[src/rtl/core_pkg.sv]
// Shared definitions for the fetch path: sequencer states and the default boot address.
package core_pkg;

  typedef enum logic [1:0] {
    LOAD  = 2'd0,
    RUN   = 2'd1,
    FAULT = 2'd2
  } fetch_state_t;

  localparam logic [31:0] RESET_PC_DEFAULT = 32'h0000_0000;

endpackage

[src/rtl/fetch_sequencer.sv]
// Loads a program into instruction memory, then fetches sequentially with redirect and
// fault detection. The memory itself lives beside this block.
module fetch_sequencer
  import core_pkg::*;
#(
  parameter int unsigned WORDS    = 64,
  parameter logic [31:0] RESET_PC = RESET_PC_DEFAULT
) (
  input  logic        clk,
  input  logic        reset_n,
  input  logic        load_valid,
  input  logic [31:0] load_data,
  input  logic        load_last,
  output logic        load_ready,
  output logic        mem_we,
  output logic [31:0] mem_waddr,
  output logic [31:0] mem_wdata,
  output logic [31:0] mem_raddr,
  input  logic [31:0] mem_rdata,
  input  logic        redirect_valid,
  input  logic [31:0] redirect_pc,
  input  logic        if_ready,
  output logic        if_valid,
  output logic [31:0] if_instr,
  output logic [31:0] if_pc,
  output logic        fault
);

  localparam int unsigned CntW = $clog2(WORDS) + 1;

  fetch_state_t  state_q, state_d;
  logic [CntW-1:0] cnt_q, cnt_d;
  logic [31:0]   pc_q, pc_d;
  logic          if_valid_q, if_valid_d;
  logic [31:0]   if_instr_q, if_instr_d;
  logic [31:0]   if_pc_q, if_pc_d;
  logic          load_end;
  logic          advance;
  logic          pc_oob;

  always_ff @(posedge clk) begin
    if (!reset_n) begin
      state_q    <= LOAD;
      cnt_q      <= '0;
      pc_q       <= RESET_PC;
      if_valid_q <= 1'b0;
      if_instr_q <= '0;
      if_pc_q    <= '0;
    end else begin
      state_q    <= state_d;
      cnt_q      <= cnt_d;
      pc_q       <= pc_d;
      if_valid_q <= if_valid_d;
      if_instr_q <= if_instr_d;
      if_pc_q    <= if_pc_d;
    end
  end

  always_comb begin
    state_d    = state_q;
    cnt_d      = cnt_q;
    pc_d       = pc_q;
    if_valid_d = if_valid_q;
    if_instr_d = if_instr_q;
    if_pc_d    = if_pc_q;
    load_ready = 1'b0;
    mem_we     = 1'b0;
    mem_waddr  = '0;
    mem_wdata  = '0;
    // Loading stops at whichever comes first: the marked last word or a full memory.
    load_end   = load_last || (cnt_q == CntW'(WORDS - 1));
    advance    = !if_valid_q || if_ready;
    pc_oob     = {2'b00, pc_q[31:2]} >= WORDS;

    unique case (state_q)
      LOAD: begin
        load_ready = 1'b1;
        if (load_valid) begin
          mem_we    = 1'b1;
          mem_waddr = 32'(cnt_q);
          mem_wdata = load_data;
          cnt_d     = cnt_q + CntW'(1);
          if (load_end) begin
            state_d = RUN;
            pc_d    = RESET_PC;
          end
        end
      end
      RUN: begin
        if (redirect_valid) begin
          if_valid_d = 1'b0;
          if (redirect_pc[1:0] != 2'b00) state_d = FAULT;
          else                           pc_d    = redirect_pc;
        end else if (advance) begin
          if (pc_oob) begin
            state_d    = FAULT;
            if_valid_d = 1'b0;
          end else begin
            if_instr_d = mem_rdata;
            if_pc_d    = pc_q;
            if_valid_d = 1'b1;
            pc_d       = pc_q + 32'd4;
          end
        end
      end
      FAULT: begin
        if_valid_d = 1'b0;
      end
      default: begin
        state_d = LOAD;
      end
    endcase
  end

  assign mem_raddr = {2'b00, pc_q[31:2]};
  assign if_valid  = if_valid_q;
  assign if_instr  = if_instr_q;
  assign if_pc     = if_pc_q;
  assign fault     = (state_q == FAULT);

endmodule

[config.mk]
export PLATFORM = sky130hd
export DESIGN_NAME = fetch_sequencer
export DESIGN_NICKNAME = d
export VERILOG_FILES = /design/src/rtl/core_pkg.sv /design/src/rtl/fetch_sequencer.sv
export SDC_FILE = /design/constraint.sdc
export NUM_CORES = 1
export LEC_CHECK = 0
export BUFFER_PORTS_ARGS = -buffer_cell sky130_fd_sc_hd__buf_2
export CAP_MARGIN = 20
export CORE_MARGIN = 2
export CORE_UTILIZATION = 45
export CTS_BUF_LIST = sky130_fd_sc_hd__clkbuf_8
export DETAILED_ROUTE_END_ITERATION = 8
export GPL_TIMING_DRIVEN = 0
export PLACE_DENSITY_LB_ADDON = 0.1
export SETUP_SLACK_MARGIN = 0.05
export SYNTH_ARGS = -nofsm -noshare
export SYNTH_HDL_FRONTEND = slang
export SYNTH_SLANG_ARGS = --single-unit
[constraint.sdc]
create_clock -name clk -period 4.4 [get_ports clk]
set_clock_uncertainty 0.15 [all_clocks]
set_input_delay 0.88 -clock clk [delete_from_list [all_inputs] [get_ports clk]]
set_output_delay 0.88 -clock clk [all_outputs]
set_load 0.02 [all_outputs]
==> reports/metrics.csv, run 1 <==
stage;metric;value;unit
final_layout;# diodes;0;
placement;Area after DPL;0.00625;mm2
power_and_ir_drop;VDD IR max;0.167;mV
grt;first-pass GRT wire length;21400;um
critical_path;data arrival time of the critical path;2470;ps
synthesis;leading area contributor after synthesis;dfxtp_1;
sta;Setup TNS Final;0;ps
final_layout;Final Instance Area;0.00646;mm2
synthesis;synth warn;0;
critical_path;Worst setup SP type;primary input;
synthesis;number of library cell types mapped by synthesis;58;
grt;number of antenna violations at the first check in global routing;0;
final_layout;multi-input logic area;0.00217;mm2
clock_tree;# H-tree levels;3;
detailed_routing;via count;4729;
detailed_routing;drt pass-1 iters;4;
final_layout;most common cell after layout, fill and taps aside;buf_2;
detailed_routing;drt via density;4.85;
critical_path;worst path buffer plus inverter count;4;
clock_tree;post-CTS setup buffer count;0;
outcome;outcome;finished, final reports clean;
critical_path;WS Path Type;in -> out;
sta;Max-slew headroom;51.0;%
detailed_routing;total wire length;13700;um
synthesis;Synth top area share;44.2;%
critical_path;worst-path maximum fanout;10;
synthesis;Mapped Area;0.00480;mm2
final_layout;most frequent cells in the layout;buf_2, nand2_1, dfxtp_1, buf_4, a21oi_1;
detailed_routing;DR top layer;met4;
clock_tree;clock sinks;106;
final_layout;Final #Nets;939;
floorplanning;num rows;37;
detailed_routing;wl on met1;5470;um
grt;pin count of the biggest net entering global routing;19;
synthesis;synthesized flop and latch total;106;
grt;GRT Overall Usage;23.4;%
floorplanning;die footprint;0.0115;mm2
sta;Period Utilization, post-route;79.5;%
sta;RSZ-0062 raised after global routing;false;
detailed_routing;wire length per cell;14.0;um
sta;Slew Viols, Final;0;
final_layout;Reg area;0.00212;mm2
grt;grt total ovfl;0;
final_layout;Fillers;957;
synthesis;number of synthesized flops with an enable pin;0;
critical_path;worst-path cell chain;buf_2 -> nor3b_1 -> clkbuf_1 -> clkbuf_1 -> and2_1 -> buf_2;
grt;number of global-route vias before repair;4570;
detailed_routing;First DRT Iteration DRCs;280;
clock_tree;later-pin clock latency in the skew report;370;ps
synthesis;synth top area cells;dfxtp_1, buf_4, nand2_1;
synthesis;Synth async-reset ratio;0;%
sta;Least-Margin Pin Slew;736;ps
floorplanning;Initial Utilization;46.5;%
synthesis;post-synthesis sequential area ratio;44.2;%
synthesis;Post-Syn Instances;560;
power_and_ir_drop;Leak;0.00336;uW
clock_tree;CTS tree;yes;
clock_tree;total CTS buffers;9;
detailed_routing;WL met3;1150;um
critical_path;crit end category;primary output;
placement;HPWL Detailed;10800;um
clock_tree;clock slew at reported path FFs;110;ps
critical_path;Worst EP required;3370;ps
placement;I/O Buffers;237;
sta;Final Hold Fails;0;
critical_path;CP top delay family;buffers and inverters;
detailed_routing;met2 WL;6770;um
detailed_routing;DRC Markers;0;
synthesis;Main synth FF type;dfxtp_1;
synthesis;syn avg cell area;8.57;um2
clock_tree;Post-CTS Resized;0;
placement;RD Place Congestion;0.888;
floorplanning;I/O Pins;266;
clock_tree;clk buf depth;2;
final_layout;area growth from synthesis to layout;34.5;%
critical_path;slowest cell delay on critical path;420;ps
floorplanning;Core Region;0.0103;mm2
hold_path;Hold Path Class;reg -> reg;
sta;min cycle time layout;3500;ps
final_layout;share of cells above drive strength 1;39.9;%
run;number of max-cap violations;0;
clock_tree;CTS Hold Buffers Added;0;
detailed_routing;Final ANT Viol Nets;0;
floorplanning;chip height;107;um
critical_path;Crit-path slowest cell;nor3b_1;
floorplanning;Die W;107;um
power_and_ir_drop;PwrDens;307;mW/mm2
sta;Setup Viol. Count Final;0;
sta;Max Fclk;286;MHz
clock_tree;clk root buf;clkbuf_8;
-- where the power goes --
group	internal [uW]	switching [uW]
logic	145	224
registers	980	19.9
clock network	268	342
total	1390	586
-- metrics by stage --
stage                     total power [uW]  util (%)  setup WS [ps]  instances  hold slack, ps
final                                 1980      62.5            903        975             294
after global routing                  2070      62.5            658        975             323
after CTS                             1990      62.5            880        975             304
after detailed placement              1390      60.6            877        959             295
after global placement                1380      60.6            926        959             290
after floorplan                       1260         -           1210        586             277
-- synth_stat cells, types with 6 or more instances --
| cell type | instances |
|---|---|
| nand2_1 | 106 |
| clkbuf_1 | 19 |
| nor2_1 | 16 |
| o211ai_1 | 6 |
| and2_1 | 43 |
| a22o_1 | 16 |
| nor4_1 | 8 |
| a21oi_1 | 48 |
| nand3_1 | 9 |
| and3_1 | 25 |
| xor2_1 | 8 |
| mux2i_1 | 6 |
| buf_4 | 58 |
| buf_2 | 9 |
| dfxtp_1 | 106 |
-- area by class of cell --
type	count	area share, %
Multi-Input combinational cell	384	33.6
Sequential cell	106	32.9
Timing Repair Buffer	237	18.4
Buffer	90	9.01
Tap cell	136	2.64
Clock buffer	9	1.92
Clock inverter	7	1.20
Inverter	6	0.349
-- logic make-up (layout without fill, tap and decap cells) --
family	after synthesis	count (layout)	share of synthesized area, %
multiplexers	6	6	1.25
other	1	27	0.0781
flip-flops	106	106	44.2
adder cells (fa/ha/maj)	3	3	0.782
buffers and inverters	96	349	12.6
AND/OR/NAND/NOR	232	232	24.3
AO/OA/AOI/OAI	105	105	14.8
XOR/XNOR	11	11	2.01
-- flip-flops by register name (all words and copies together) (netlist names) --
signal,flops
state_q,2
if_pc,32
cnt_q,7
pc_q,32
if_valid,1
if_instr,32
-- worst paths after layout --
kind                    from            end  slack, ps  cells past startpoint
setup / recovery  load_valid  mem_wdata[21]        900                      6
hold / removal       pc_q[1]       if_pc[1]        290                      2
setup reg to reg    pc_q[20]       if_pc[3]       1950                      6
hold reg to reg      pc_q[1]       if_pc[1]        290                      2
-- per-layer routing --
metal / vias to the layer above / global-route usage [%]
met3: 24 / 5.27
met2: 212 / 42.0
li1: 2374 / -
met4: 0 / 8.72
met1: 2119 / 26.9
met5: - / 0
-- worst min-delay path: cells and delay by family, from the launching register on --
| family | cells | cell delay (ps) |
|---|---|---|
| compound gates | 1 | 50 |
| flops | 1 | 320 |
| simple gates | 1 | 50 |
No activity file was read; power rests on OpenSTA's default activity.
==> inputs of run 2 (changes only) <==
--- a/config.mk
+++ b/config.mk
@@ -8,7 +8,7 @@
 export BUFFER_PORTS_ARGS = -buffer_cell sky130_fd_sc_hd__buf_2
 export CAP_MARGIN = 20
 export CORE_MARGIN = 2
-export CORE_UTILIZATION = 45
+export CORE_UTILIZATION = 42
 export CTS_BUF_LIST = sky130_fd_sc_hd__clkbuf_8
 export DETAILED_ROUTE_END_ITERATION = 8
 export GPL_TIMING_DRIVEN = 0
==> constraint.sdc (replaced) <==
create_clock -name clk -period 2.9 [get_ports clk]
set_clock_uncertainty 0.15 [all_clocks]
set_input_delay 0.58 -clock clk [delete_from_list [all_inputs] [get_ports clk]]
set_output_delay 0.58 -clock clk [all_outputs]
set_load 0.02 [all_outputs]
==> reports/metrics.csv, run 2 (same netlist as run 1, synthesis figures left out) <==
stage;metric;value;unit
outcome;outcome;finished, final reports clean;
floorplanning;I/O Pins;266;
critical_path;reg2reg end;if_instr[14];
grt;first-pass GRT wire length;21400;um
clock_tree;post-CTS setup buffer count;0;
floorplanning;die footprint;0.0123;mm2
critical_path;worst setup path endpoint;mem_wdata[19];
sta;min cycle time layout;2700;ps
power_and_ir_drop;Leak;0.00336;uW
power_and_ir_drop;VDD IR max;0.222;mV
critical_path;Reg2Reg Depth;6;
final_layout;Core Util, Final;57.2;%
clock_tree;clock slew at reported path FFs;110;ps
power_and_ir_drop;PwrDens;455;mW/mm2
final_layout;Final #Nets;939;
critical_path;worst-path maximum fanout;10;
placement;RD Place Congestion;0.866;
sta;Least-Margin Pin Slew;821;ps
final_layout;most frequent cells in the layout;buf_2, nand2_1, dfxtp_1, buf_4, a21oi_1;
hold_path;hold path start;redirect_pc[29];
clock_tree;total CTS buffers;9;
sta;Max Fclk;371;MHz
detailed_routing;total wire length;13700;um
placement;Place WS;-60.7;ps
clock_tree;clk buf depth;2;
detailed_routing;drt pass-1 iters;5;
placement;HPWL Detailed;10600;um
floorplanning;chip height;111;um
clock_tree;clk root buf;clkbuf_8;
detailed_routing;DRC Markers;0;
grt;number of global-route vias before repair;4380;
clock_tree;CTS Hold Buffers Added;0;
critical_path;data arrival time of the critical path;1970;ps
detailed_routing;First DRT Iteration DRCs;320;
detailed_routing;Final ANT Viol Nets;0;
final_layout;final std cells w/o fill;981;
floorplanning;Initial Utilization;42.6;%
detailed_routing;drt via density;4.77;
final_layout;# diodes;0;
critical_path;crit end category;primary output;
grt;GRT Overall Usage;21.5;%
sta;Period Utilization, post-route;92.9;%
run;number of max-cap violations;0;
detailed_routing;via count;4675;
critical_path;Reg2Reg Setup Slack;270;ps
hold_path;Hold Path Class;in -> reg;
final_layout;share of cells above drive strength 1;40.7;%
sta;Setup Viol. Count Final;0;
sta;Final WS setup;205;ps
floorplanning;Core Region;0.0113;mm2
final_layout;area growth from synthesis to layout;34.4;%
grt;number of antenna violations at the first check in global routing;0;
grt;pin count of the biggest net entering global routing;19;
clock_tree;# H-tree levels;3;
clock_tree;later-pin clock latency in the skew report;380;ps
sta;RSZ-0062 raised after global routing;false;
placement;Area after DPL;0.00626;mm2
floorplanning;Die W;111;um
floorplanning;num rows;39;
clock_tree;clock sinks;106;
grt;grt total ovfl;0;
sta;Final Hold Fails;0;
clock_tree;CTS tree;yes;
placement;Placed Cells;966;
placement;I/O Buffers;237;
sta;Max-slew headroom;44.7;%
sta;Slew Viols, Final;0;
detailed_routing;wire length per cell;13.9;um
final_layout;Final Instance Area;0.00645;mm2
critical_path;WS Path Type;reg -> out;
critical_path;Critical path origin;state_q[0];
critical_path;Worst EP required;2170;ps
final_layout;most common cell after layout, fill and taps aside;buf_2;
critical_path;r2r startpoint;pc_q[20];
critical_path;Worst setup SP type;register;
-- run 2: changes by cell type in the layout (fill, tap and decap cells not counted) --
cell	before	now
bufinv_16	1	0
clkbuf_2	0	5
inv_1	5	4
nor3b_2	0	1
clkbuf_1	19	14
clkinv_4	1	2
nor3b_1	1	0
-- run 2: repair_timing --
| action | in CTS | in global routing |
|---|---|---|
| endpoints found under the setup margin | 39 | 24 |
| pin swaps | 0 | 0 |
| gates resized for setup | 3 | 6 |
-- run 2: critical path, cell delays in order, from the launching register on --
cell      delay, ps
dfxtp_1         400
nor3b_2         330
clkbuf_2        290
clkbuf_2        230
and2_1          170
buf_2           170
-- run 2: report_power, final --
| part | leakage (uW) | switching [uW] | internal [uW] |
|---|---|---|---|
| Sequential | 0.000856 | 30.3 | 1490 |
| Combinational | 0.00242 | 339 | 223 |
| Clock | 0.0000838 | 533 | 320 |
-- run 2: worst min path at each step --
stage                           to  slack (ps)  cells past startpoint
after floorplan           if_pc[0]         280                      2
after global placement    if_pc[1]         290                      2
after detailed placement  if_pc[1]         290                      2
after CTS                 pc_q[29]         240                      2
after global routing      pc_q[28]         250                      2
final                     pc_q[29]         260                      2
-- run 2: area by class of cell --
class / instances / area [um2]
sequential: 106 / 2120
timing repair buffer: 237 / 1190
clock inverter: 6 / 52.6
inverter: 6 / 22.5
multi-input combinational: 384 / 2180
tap: 143 / 179
clock buffer: 9 / 124
buffer: 90 / 588
fill: 1049 / 4820
-- run 2: metrics by stage --
step	power, uW	hold WS, ps	TNS (ps)
floorplan	1910	277	0
global placement	2100	286	-217
detailed placement	2110	294	-357
CTS	2960	236	0
global route	3070	245	0
finish	2930	257	0
-- run 2: routing by layer --
layer	part of all wire (%)	wire (um)	GRT usage [%]
met5	0	0	0
met3	8.1	1110	5.30
met2	48	6620	37.6
met1	42	5710	25.8
met4	1.7	229	7.17
